[config.mk]
export PLATFORM = sky130hd
export DESIGN_NAME = led_cmd_engine_flat
export DESIGN_NICKNAME = d
export VERILOG_FILES = /design/src/rtl/led_cmd_engine_if.sv /design/src/rtl/led_cmd_engine.sv /design/src/flat_wrapper.sv
export SDC_FILE = /design/constraint.sdc
export NUM_CORES = 1
export LEC_CHECK = 0
export ABC_AREA = 1
export CAP_MARGIN = 10
export CORE_UTILIZATION = 61
export CTS_CLUSTER_SIZE = 20
export DETAILED_ROUTE_END_ITERATION = 12
export HOLD_SLACK_MARGIN = 0.06
export PLACE_DENSITY = 0.84
export SETUP_SLACK_MARGIN = 0.05
export SLEW_MARGIN = 20
export SYNTH_ARGS = -nofsm -noshare
export SYNTH_HDL_FRONTEND = slang
export SYNTH_SLANG_ARGS = --single-unit
[constraint.sdc]
create_clock -name clk -period 4.4 [get_ports clk]
set_input_delay 0.88 -clock clk [delete_from_list [all_inputs] [get_ports clk]]
set_output_delay 0.88 -clock clk [all_outputs]
set_load 0.02 [all_outputs]
[src/rtl/led_cmd_engine_if.sv]
// Byte-stream command bus between the SPI receiver and the LED command engine.
// Latency: none (wires only).
// Backpressure: none; the consumer must accept a byte on every cmd_valid strobe.
interface led_cmd_engine_if #(
    parameter int NUM_LEDS = 4
);
    logic [7:0]          cmd_byte;
    logic                cmd_valid;
    logic                frame_end;
    logic [NUM_LEDS-1:0] led_out;
    logic                cmd_done;
    logic [7:0]          err_count;

    // Byte source (SPI slave side)
    modport master (
        output cmd_byte, cmd_valid, frame_end,
        input  led_out, cmd_done, err_count
    );

    // Command consumer (LED engine side)
    modport slave (
        input  cmd_byte, cmd_valid, frame_end,
        output led_out, cmd_done, err_count
    );
endinterface

[src/rtl/led_cmd_engine.sv]
// Parses 1/2-byte LED commands and drives per-LED 8-bit PWM with optional blink gating.
// Latency: command applied on the edge sampling its final byte; cmd_done/led_out reflect it 1 cycle later.
// Backpressure: none; a byte is accepted on every cmd_valid, back-to-back strobes included.
module led_cmd_engine #(
    parameter int NUM_LEDS    = 4,
    parameter int PWM_DIV     = 1,
    parameter int BLINK_WIDTH = 24
) (
    input  logic            clk,
    input  logic            rst,
    led_cmd_engine_if.slave bus
);
    localparam int PW = (PWM_DIV > 1) ? $clog2(PWM_DIV) : 1;

    typedef enum logic {IDLE, WAIT_DATA} state_t;

    state_t                 state;
    logic [3:0]             op_q;
    logic [3:0]             idx_q;
    logic [7:0]             err_count;
    logic                   cmd_done;
    logic [NUM_LEDS-1:0]    led_out;
    logic [7:0]             duty     [NUM_LEDS];
    logic [2:0]             blink    [NUM_LEDS];
    logic [7:0]             duty_eff [NUM_LEDS];
    logic [2:0]             blink_eff[NUM_LEDS];
    logic [NUM_LEDS-1:0]    gate;
    logic [PW-1:0]          presc;
    logic [7:0]             pwm_cnt;
    logic [BLINK_WIDTH-1:0] blink_cnt;

    logic [3:0] hdr_op;
    logic [3:0] hdr_idx;
    logic       idx_ok;
    logic       wr_duty;
    logic       wr_blink;
    logic       wr_clear;

    assign hdr_op  = bus.cmd_byte[7:4];
    assign hdr_idx = bus.cmd_byte[3:0];
    assign idx_ok  = ({1'b0, idx_q} < 5'(NUM_LEDS));

    function automatic logic [7:0] sat_inc(input logic [7:0] v);
        return (v == 8'hFF) ? v : v + 8'd1;
    endfunction

    // Decode the register write implied by this cycle's byte
    always_comb begin
        wr_duty  = 1'b0;
        wr_blink = 1'b0;
        wr_clear = 1'b0;
        if (bus.cmd_valid) begin
            if (state == IDLE) begin
                wr_clear = (hdr_op == 4'hF);
            end else if (idx_ok) begin
                wr_duty  = (op_q == 4'h1);
                wr_blink = (op_q == 4'h2);
            end
        end
    end

    // Settings as they will be after this edge; LED drive uses these so it tracks cmd_done
    always_comb begin
        for (int i = 0; i < NUM_LEDS; i++) begin
            duty_eff[i]  = duty[i];
            blink_eff[i] = blink[i];
            if (wr_clear) begin
                duty_eff[i]  = 8'd0;
                blink_eff[i] = 3'd0;
            end else if (idx_q == 4'(i)) begin
                if (wr_duty)  duty_eff[i]  = bus.cmd_byte;
                if (wr_blink) blink_eff[i] = bus.cmd_byte[2:0];
            end
            gate[i] = (blink_eff[i] == 3'd0) ? 1'b1
                    : blink_cnt[BLINK_WIDTH - 8 + int'(blink_eff[i])];
        end
    end

    // Command parser FSM; same-cycle frame_end aborts only a freshly received 2-byte header
    always_ff @(posedge clk or posedge rst) begin
        if (rst) begin
            state     <= IDLE;
            op_q      <= 4'd0;
            idx_q     <= 4'd0;
            err_count <= 8'd0;
            cmd_done  <= 1'b0;
        end else begin
            cmd_done <= 1'b0;
            case (state)
                IDLE: begin
                    if (bus.cmd_valid) begin
                        case (hdr_op)
                            4'h0, 4'hF: cmd_done <= 1'b1;
                            4'h1, 4'h2: begin
                                op_q  <= hdr_op;
                                idx_q <= hdr_idx;
                                if (bus.frame_end) err_count <= sat_inc(err_count);
                                else               state     <= WAIT_DATA;
                            end
                            default: err_count <= sat_inc(err_count);
                        endcase
                    end
                end
                WAIT_DATA: begin
                    if (bus.cmd_valid) begin
                        state <= IDLE;
                        if (idx_ok) cmd_done  <= 1'b1;
                        else        err_count <= sat_inc(err_count);
                    end else if (bus.frame_end) begin
                        state     <= IDLE;
                        err_count <= sat_inc(err_count);
                    end
                end
                default: state <= IDLE;
            endcase
        end
    end

    // Per-LED duty and blink settings
    always_ff @(posedge clk or posedge rst) begin
        if (rst) begin
            for (int i = 0; i < NUM_LEDS; i++) begin
                duty[i]  <= 8'd0;
                blink[i] <= 3'd0;
            end
        end else begin
            for (int i = 0; i < NUM_LEDS; i++) begin
                duty[i]  <= duty_eff[i];
                blink[i] <= blink_eff[i];
            end
        end
    end

    // PWM prescaler/counter and free-running blink counter
    always_ff @(posedge clk or posedge rst) begin
        if (rst) begin
            presc     <= '0;
            pwm_cnt   <= 8'd0;
            blink_cnt <= '0;
        end else begin
            blink_cnt <= blink_cnt + 1'b1;
            if (presc == PW'(PWM_DIV - 1)) begin
                presc   <= '0;
                pwm_cnt <= pwm_cnt + 8'd1;
            end else begin
                presc <= presc + 1'b1;
            end
        end
    end

    // Registered LED drive: PWM compare gated by blink
    always_ff @(posedge clk or posedge rst) begin
        if (rst) begin
            led_out <= '0;
        end else begin
            for (int i = 0; i < NUM_LEDS; i++)
                led_out[i] <= (pwm_cnt < duty_eff[i]) & gate[i];
        end
    end

    assign bus.led_out   = led_out;
    assign bus.cmd_done  = cmd_done;
    assign bus.err_count = err_count;
endmodule

[src/flat_wrapper.sv]
// flat-port wrapper written by rule: the top's interface ports become plain ports
module led_cmd_engine_flat 
#(
    parameter int NUM_LEDS    = 4,
    parameter int PWM_DIV     = 1,
    parameter int BLINK_WIDTH = 24
)
  (clk, rst, bus_cmd_byte, bus_cmd_valid, bus_frame_end, bus_led_out, bus_cmd_done, bus_err_count);
  led_cmd_engine_if #(.NUM_LEDS(NUM_LEDS)) bus_i ();
  input  logic clk;
  input  logic rst;
  input wire logic [$bits(bus_i.cmd_byte)-1:0] bus_cmd_byte;
  input wire logic [$bits(bus_i.cmd_valid)-1:0] bus_cmd_valid;
  input wire logic [$bits(bus_i.frame_end)-1:0] bus_frame_end;
  output wire logic [$bits(bus_i.led_out)-1:0] bus_led_out;
  output wire logic [$bits(bus_i.cmd_done)-1:0] bus_cmd_done;
  output wire logic [$bits(bus_i.err_count)-1:0] bus_err_count;
  assign bus_i.cmd_byte = bus_cmd_byte;
  assign bus_i.cmd_valid = bus_cmd_valid;
  assign bus_i.frame_end = bus_frame_end;
  assign bus_led_out = bus_i.led_out;
  assign bus_cmd_done = bus_i.cmd_done;
  assign bus_err_count = bus_i.err_count;
  led_cmd_engine #(.NUM_LEDS(NUM_LEDS), .PWM_DIV(PWM_DIV), .BLINK_WIDTH(BLINK_WIDTH)) u_core (.clk(clk), .rst(rst), .bus(bus_i));
endmodule
==> results.md, run 1 <==
- CTS tree: built
- Ports: 25
- Largest stage delay on the critical path: around 750 ps
- Diode count: 0
- Yosys top cell area share: 0.4571
- Cell Pwr Density: 364.0 nW/µm²
- Synth Register Bits: 98
- Skew-Pair Late Insertion Delay: 360 ps
- Critical Path RT: 4690 ps
- Hold Path Class: flop to flop
- Layout area overhead: 10.87%
- NumNets Final: 728
- Die height: 95.79 µm
- Worst-case clock skew: 7.957 ps
- Setup crit start kind: primary input
- GRT Overall Usage: 0.2859
- Synthesis Warnings: 0
- # resized after CTS: 0
- Worst slew margin: 0.3055
- Syn_nets: 701
- RSZ-0062 raised after global routing: no
- Flop pwr share: 0.481
- Detail Route Antenna Nets: 0
- Post-Synthesis Cells: about 660
- Final Hold Viols: 0
- Final min period: approximately 3500 ps
- Clock transition at path regs: 100 ps
- CP max stage cell: inv_1
- Drt drc: 0
- Worst-Margin Slew: 1041 ps
- Int Power: 0.001524 W
- Routed vias: 4473
- Routed len/inst: 15.19 µm
- Sequential area share after synthesis: 0.4571
- Max Cap Viol: 0
- Std-Cell Rows: 33
- Largest net degree at the start of global routing: 51
- Core ar.: 8382 µm²
- Via density: 5.626
- Clk pwr share: 0.323
- Die area: 9175 µm²
- Critical path cell sequence: clkdlybuf4s50_1 -> inv_1 -> nor2_1 -> inv_1 -> nor2_2 -> inv_1 -> nand2_1 -> ha_1 -> a21oi_1 -> nor2_1 -> a211oi_1 -> nand3_1 -> nor2_1
- Die W: 95.79 µm
- First-pass DRT Iterations: 5
- Cell leakage power: 3.188 nW
- CTS buffer count: 9
- Root Buffer: clkbuf_8
- Final-report setup violation count: 0
- Average size of a mapped cell: 8.154 µm²
- Post-route cell area: 5948 µm²
- Max Slew Vio Count: 0
- VDD IR-drop max: around 0.27 mV
- Yosys cell types: 34
- Cell accounting for the most synthesized area: dfrtp_1
- Net Sw Power: 0.0006411 W
- CTS sink cnt: 98
- Vias in the first global route: 4324
- First-pass GRT wire length: 19720 µm
- Sw Ratio: 0.2961
- FILL cells: 630
- Comb power frac: 0.196
- DP Wirelength: 8840 µm
- Layout cells sized above 1: 0.05507
- Crit path arrival time: 3800 ps
- Crit. End Element: flop
- Post-Route Utilization: 0.7097
- Number of port buffers: 24
- F_max: around 0.29 GHz
- Crit Path Max Fanout: 35
- Outcome: finished clean
- GRT overflow: 0
- Postcts setup bufs: 0
- Cell area after synthesis: around 5400 µm²
- Final Cycle Share: 0.7969
- Clk buf depth: 2
- CTS H-tree depth: 3
- First-iteration detailed-routing DRC count: 260
- Area contributors post-synth: dfrtp_1 46%, nand2_1 12%, inv_1 7.6%
- Initial Util: 0.6401
- Worst Path Class, Setup: primary input to flop
- CTS Hold Bufs: 0
- Dpl cell area: approximately 5700 µm²
- Initial antenna violation count: 0
- Setup_tns: 0 ps
- WL final: about 12000 µm
- GPL Wtd Cong: 0.9088
-- synth_stat cells --
library cell	instances
o21ai_0	33
buf_4	2
and3_1	4
clkbuf_1	4
nand3b_1	1
nand3_1	51
inv_1	108
xnor2_1	12
a21o_1	1
nand2_2	3
o21a_1	1
nand2_1	174
a21oi_1	15
o22ai_1	3
nand4_2	1
nand4_1	25
buf_2	5
mux2_2	1
nor3_1	8
nor3_4	2
nor4_4	1
xor2_1	21
nor2_2	4
ha_1	31
a21oi_2	1
o21ai_1	1
nor4_1	1
o31ai_1	1
nand3_2	3
a211oi_1	4
nor3_2	2
dfrtp_1	98
nor2_1	35
inv_2	1
-- sequential cells by signal (all words and copies together) (netlist names) --
name	count
u_core.pwm_cnt	8
u_core.blink	12
u_core.blink_cnt	24
u_core.idx_q	4
u_core.bus.err_count	8
u_core.bus.led_out	4
u_core.op_q	4
u_core.duty	32
u_core.bus.cmd_done	1
u_core.state	1
-- layout make-up --
| class | instances | area [µm²] | share of cell area |
|---|---|---|---|
| well taps | 105 | 131.4 | 0.02209 |
| flip-flops and latches | 98 | 2452 | 0.4123 |
| clock buffers | 10 | 127.6 | 0.02146 |
| multi-input cells | 440 | 2449 | 0.4117 |
| repair buffers | 27 | 262.8 | 0.04417 |
| clock inverters | 6 | 113.9 | 0.01914 |
| inverters | 109 | 411.6 | 0.06920 |
-- placed cells by master, fill, tap and decap left out, types with 2 or more instances in the layout --
master and n:
nand2_1 174, inv_1 107, dfrtp_1 98, nand3_1 51, nor2_1 35, o21ai_0 33
ha_1 31, nand4_1 25, clkdlybuf4s50_1 24, xor2_1 21, a21oi_1 15, xnor2_1 12
clkbuf_8 9, nor3_1 8, and3_1 4, nor2_2 4, a211oi_1 4, nand2_2 3
nand3_2 3, o22ai_1 3, bufinv_16 3, buf_4 3, nor3_2 2, nor3_4 2
clkinvlp_4 2
-- power groups by stage --
| stage | clock network (W) | logic (W) | registers [W] |
|---|---|---|---|
| 2_1_floorplan | 0 | 0.000228 | 0.00109 |
| 3_5_place_dp | 0 | 0.000424 | 0.00106 |
| 6_report | 0.000700 | 0.000424 | 0.00104 |
| 4_1_cts | 0.000704 | 0.000426 | 0.00104 |
| 5_1_grt | 0.000746 | 0.000475 | 0.00105 |
| 3_3_place_gp | 0 | 0.000408 | 0.00105 |
-- per-stage QoR --
step	hold slack (ps)	instances	worst slack (ps)	power, W
detailed placement	445.4	779	586.8	0.001481
CTS	459.3	795	947.8	0.002171
global placement	436.3	779	742.6	0.001461
floorplan	422.6	658	957.9	0.001321
finish	457.0	795	893.8	0.002165
global route	488.4	795	675.2	0.002276
-- routing by layer --
layer	GRT usage	wire (µm)	vias up
met2	0.4774	5712	163
met4	0.1468	407	0
met3	0.03318	676	31
met1	0.3674	5279	2119
met5	0	0	-
li1	-	-	2160
-- kinds of logic after synthesis --
family                     Yosys count  synth area share
buffers and inverters              120           0.08652
xor gates and xnor gates            33           0.05387
AOI/OAI and AO/OA                   60           0.06064
DFF                                 98            0.4571
adders and majority gates           31           0.07229
muxes                                1          0.002099
and+or+nand+nor                    315            0.2675
-- critical path: cells and delay by family --
family | cells | cell delay (ps)
AOI/OAI and AO/OA | 2 | 580
adders and majority gates | 1 | 340
and+or+nand+nor | 6 | 590
buffers and inverters | 4 | 1400
-- final timing paths --
kind                                     start               endpoint  slack, ps  cells after the start
max in group asynchronous                  rst   u_core.blink_cnt[21]       2640                      3
max                              bus_cmd_valid  u_core.bus.led_out[0]        890                     13
min reg2reg                u_core.blink_cnt[0]    u_core.blink_cnt[0]        460                      1
max reg2reg                    u_core.idx_q[2]  u_core.bus.led_out[0]       1380                     13
min in group asynchronous                  rst        u_core.idx_q[3]        950                      2
min                        u_core.blink_cnt[0]    u_core.blink_cnt[0]        460                      1
Note: power is estimated with default switching activity, not from simulation.
==> run 2: changes to the inputs <==
CORE_UTILIZATION = 55   (was 61)
PLACE_DENSITY = 0.81   (was 0.84)
clock period = 3.1 ns   (was 4.4 ns; I/O delays follow)
==> run 2 against run 1 <==
Sequential power increased by 42%. Total power increased by 35%. Critical path depth up 2. Routed wire length grew 0.60%. Clock power rose by 19%. Critical endpoint is now u_core.bus.led_out[3]. Largest cell class unchanged.
==> results.md, run 2 (same netlist as run 1, synthesis figures left out) <==
- Outcome: finished clean
- CTS Hold Bufs: 0
- Cell leakage power: about 3.2 nW
- First-pass GRT wire length: 20280 µm
- Crit path arrival time: 3110 ps
- Final Cycle Share: 0.9260
- Worst-case clock skew: a little over 8 ps
- Worst-Margin Slew: 572.0 ps
- Hold Path Class: flop to flop
- Crit. End Element: flop
- First-pass DRT Iterations: 7
- Worst Path Class, Setup: primary input to flop
- FILL cells: around 760
- Met3 usage: 0.04022
- Hold endpoint: u_core.blink_cnt[0]
- Clk pwr share: 0.285
- Root Buffer: clkbuf_8
- Die W: approximately 100 µm
- Most common cell after layout, fill and taps aside: nand2_1
- GPL Wtd Cong: 0.9189
- Die height: 100.8 µm
- Largest net degree at the start of global routing: 65
- FF/Latch Area: 2452 µm²
- Worst Hold Launch: u_core.blink_cnt[0]
- Drt drc: 0
- NumNets Final: 731
- Layout cells sized above 1: 0.05780
- Critical Path RT: 3340 ps
- Initial antenna violation count: 0
- Clock transition at path regs: 90 ps
- Routed len/inst: 14.80 µm
- Most frequent cells in the layout: 174 x nand2_1, 107 x inv_1, 98 x dfrtp_1, 51 x nand3_1, 35 x nor2_1
- Final Hold Viols: 0
- Diode count: 0
- Sw Ratio: 0.3086
- Max Slew Vio Count: 0
- Worst flop-to-flop path endpoint: u_core.bus.led_out[3]
- Hold Path Depth: 1
- Postcts setup bufs: 0
- Cell Pwr Density: 488.4 nW/µm²
- Reg2reg start: u_core.op_q[3]
- Net Sw Power: 0.0009010 W
- Via density: 5.492
- WL final: 12150 µm
- DP Wirelength: 8715 µm
- Biggest regs: u_core.duty (32), u_core.blink_cnt (24), u_core.blink (12)
- GRT Overall Usage: 0.2582
- Core ar.: between 9000 and 10000 µm²
- Clk buf depth: 2
- CTS buffer count: 9
- Area occupied by multi-input gates: ~2400 µm²
- Placed cell count: 806
- Final-report setup violation count: 0
- RSZ-0062 raised after global routing: no
- Vias in the first global route: 4398
- CTS tree: built
- Max reg flops: 32
- # resized after CTS: 0
- Worst slew margin: 0.6173
- Flop2flop setup slack: approximately 420 ps
- VDD IR-drop max: 0.2624 mV
- Number of port buffers: 24
- GR Util met1: 0.3355
- F_max: 0.3484 GHz
- Routed vias: 4509
- Max Cap Viol: 0
- GRT Max-Usage Layer: met2
- Flop pwr share: 0.507
- First-iteration detailed-routing DRC count: about 320
- Skew-Pair Late Insertion Delay: 360 ps
- Layout area overhead: 11.45%
- Initial Util: 0.5752
- CTS sink cnt: 98
- Final min period: 2871 ps
- Setup_tns: 0 ps
- GRT overflow: 0
- Crit Path Max Fanout: 15
- Setup crit start kind: primary input
- CTS H-tree depth: 3
- Comb power frac: 0.208
- Detail Route Antenna Nets: 0
- Global Route met2 Usage: 0.4283
- Layout Cells excl Fill: around 820
- Ports: 25
- Biggest register: u_core.duty
- R2R cell count: 15
- Die area: 10150 µm²
- Std-Cell Rows: 35
- Int Power: about 0.0020 W
run 2: worst max path at each step:
stage                        startpoint                     to  slack, ps  depth (start not counted)
after floorplan           bus_cmd_valid  u_core.bus.led_out[2]        760                         14
after global routing      bus_cmd_valid  u_core.bus.led_out[3]        100                         15
after CTS                 bus_cmd_valid  u_core.bus.led_out[3]        290                         15
after detailed placement  bus_cmd_valid  u_core.bus.led_out[3]        -30                         15
after global placement    bus_cmd_valid  u_core.bus.led_out[3]         40                         15
final                     bus_cmd_valid  u_core.bus.led_out[3]        230                         15
run 2: routing by layer:
| layer | vias up | part of all wire |
|---|---|---|
| met3 | 31 | 0.067 |
| met5 | - | 0 |
| met2 | 167 | 0.47 |
| met1 | 2152 | 0.43 |
| li1 | 2159 | - |
| met4 | 0 | 0.034 |
run 2: metrics by stage:
stage / hold WS, ps / area, µm² / setup WS, ps / util / total power (W)
floorplan: 422.6 / 5369 / 755.2 / - / 0.001876
global placement: 435.3 / 5786 / 41.50 / 0.6203 / 0.002086
detailed placement: 443.0 / 5786 / -30.89 / 0.6203 / 0.002112
CTS: 455.0 / 5979 / 290.1 / 0.6410 / 0.002933
global route: 496.0 / 5979 / 101.3 / 0.6410 / 0.003074
finish: 450.7 / 5979 / 229.5 / 0.6410 / 0.002920
run 2: critical path: stages:
cell and delay [ps]:
clkdlybuf4s50_1 490, nand3_1 120, nor2_2 110, buf_4 210, nand2_1 260, inv_1 110, nor2_1 50, nor3_1 320
inv_1 100, ha_1 310, nand2_1 50, inv_1 40, nand2_1 60, a21oi_1 190, nor2_1 80
run 2: area by class of cell:
| class | instances | area share |
|---|---|---|
| flip-flops and latches | 98 | 0.4101 |
| multi-input cells | 440 | 0.4095 |
| inverters | 109 | 0.06905 |
| repair buffers | 30 | 0.05189 |
| well taps | 129 | 0.02699 |
| clock buffers | 11 | 0.02365 |
| clock inverters | 4 | 0.008788 |
run 2: power groups by stage:
| stage | Sequential (W) | Combinational [W] | Clock (W) |
|---|---|---|---|
| 6_report | 0.00148 | 0.000609 | 0.000832 |
| 5_1_grt | 0.00149 | 0.000682 | 0.000898 |
| 4_1_cts | 0.00148 | 0.000610 | 0.000843 |
| 3_5_place_dp | 0.00151 | 0.000607 | 0 |
| 3_3_place_gp | 0.00150 | 0.000589 | 0 |
| 2_1_floorplan | 0.00155 | 0.000324 | 0 |
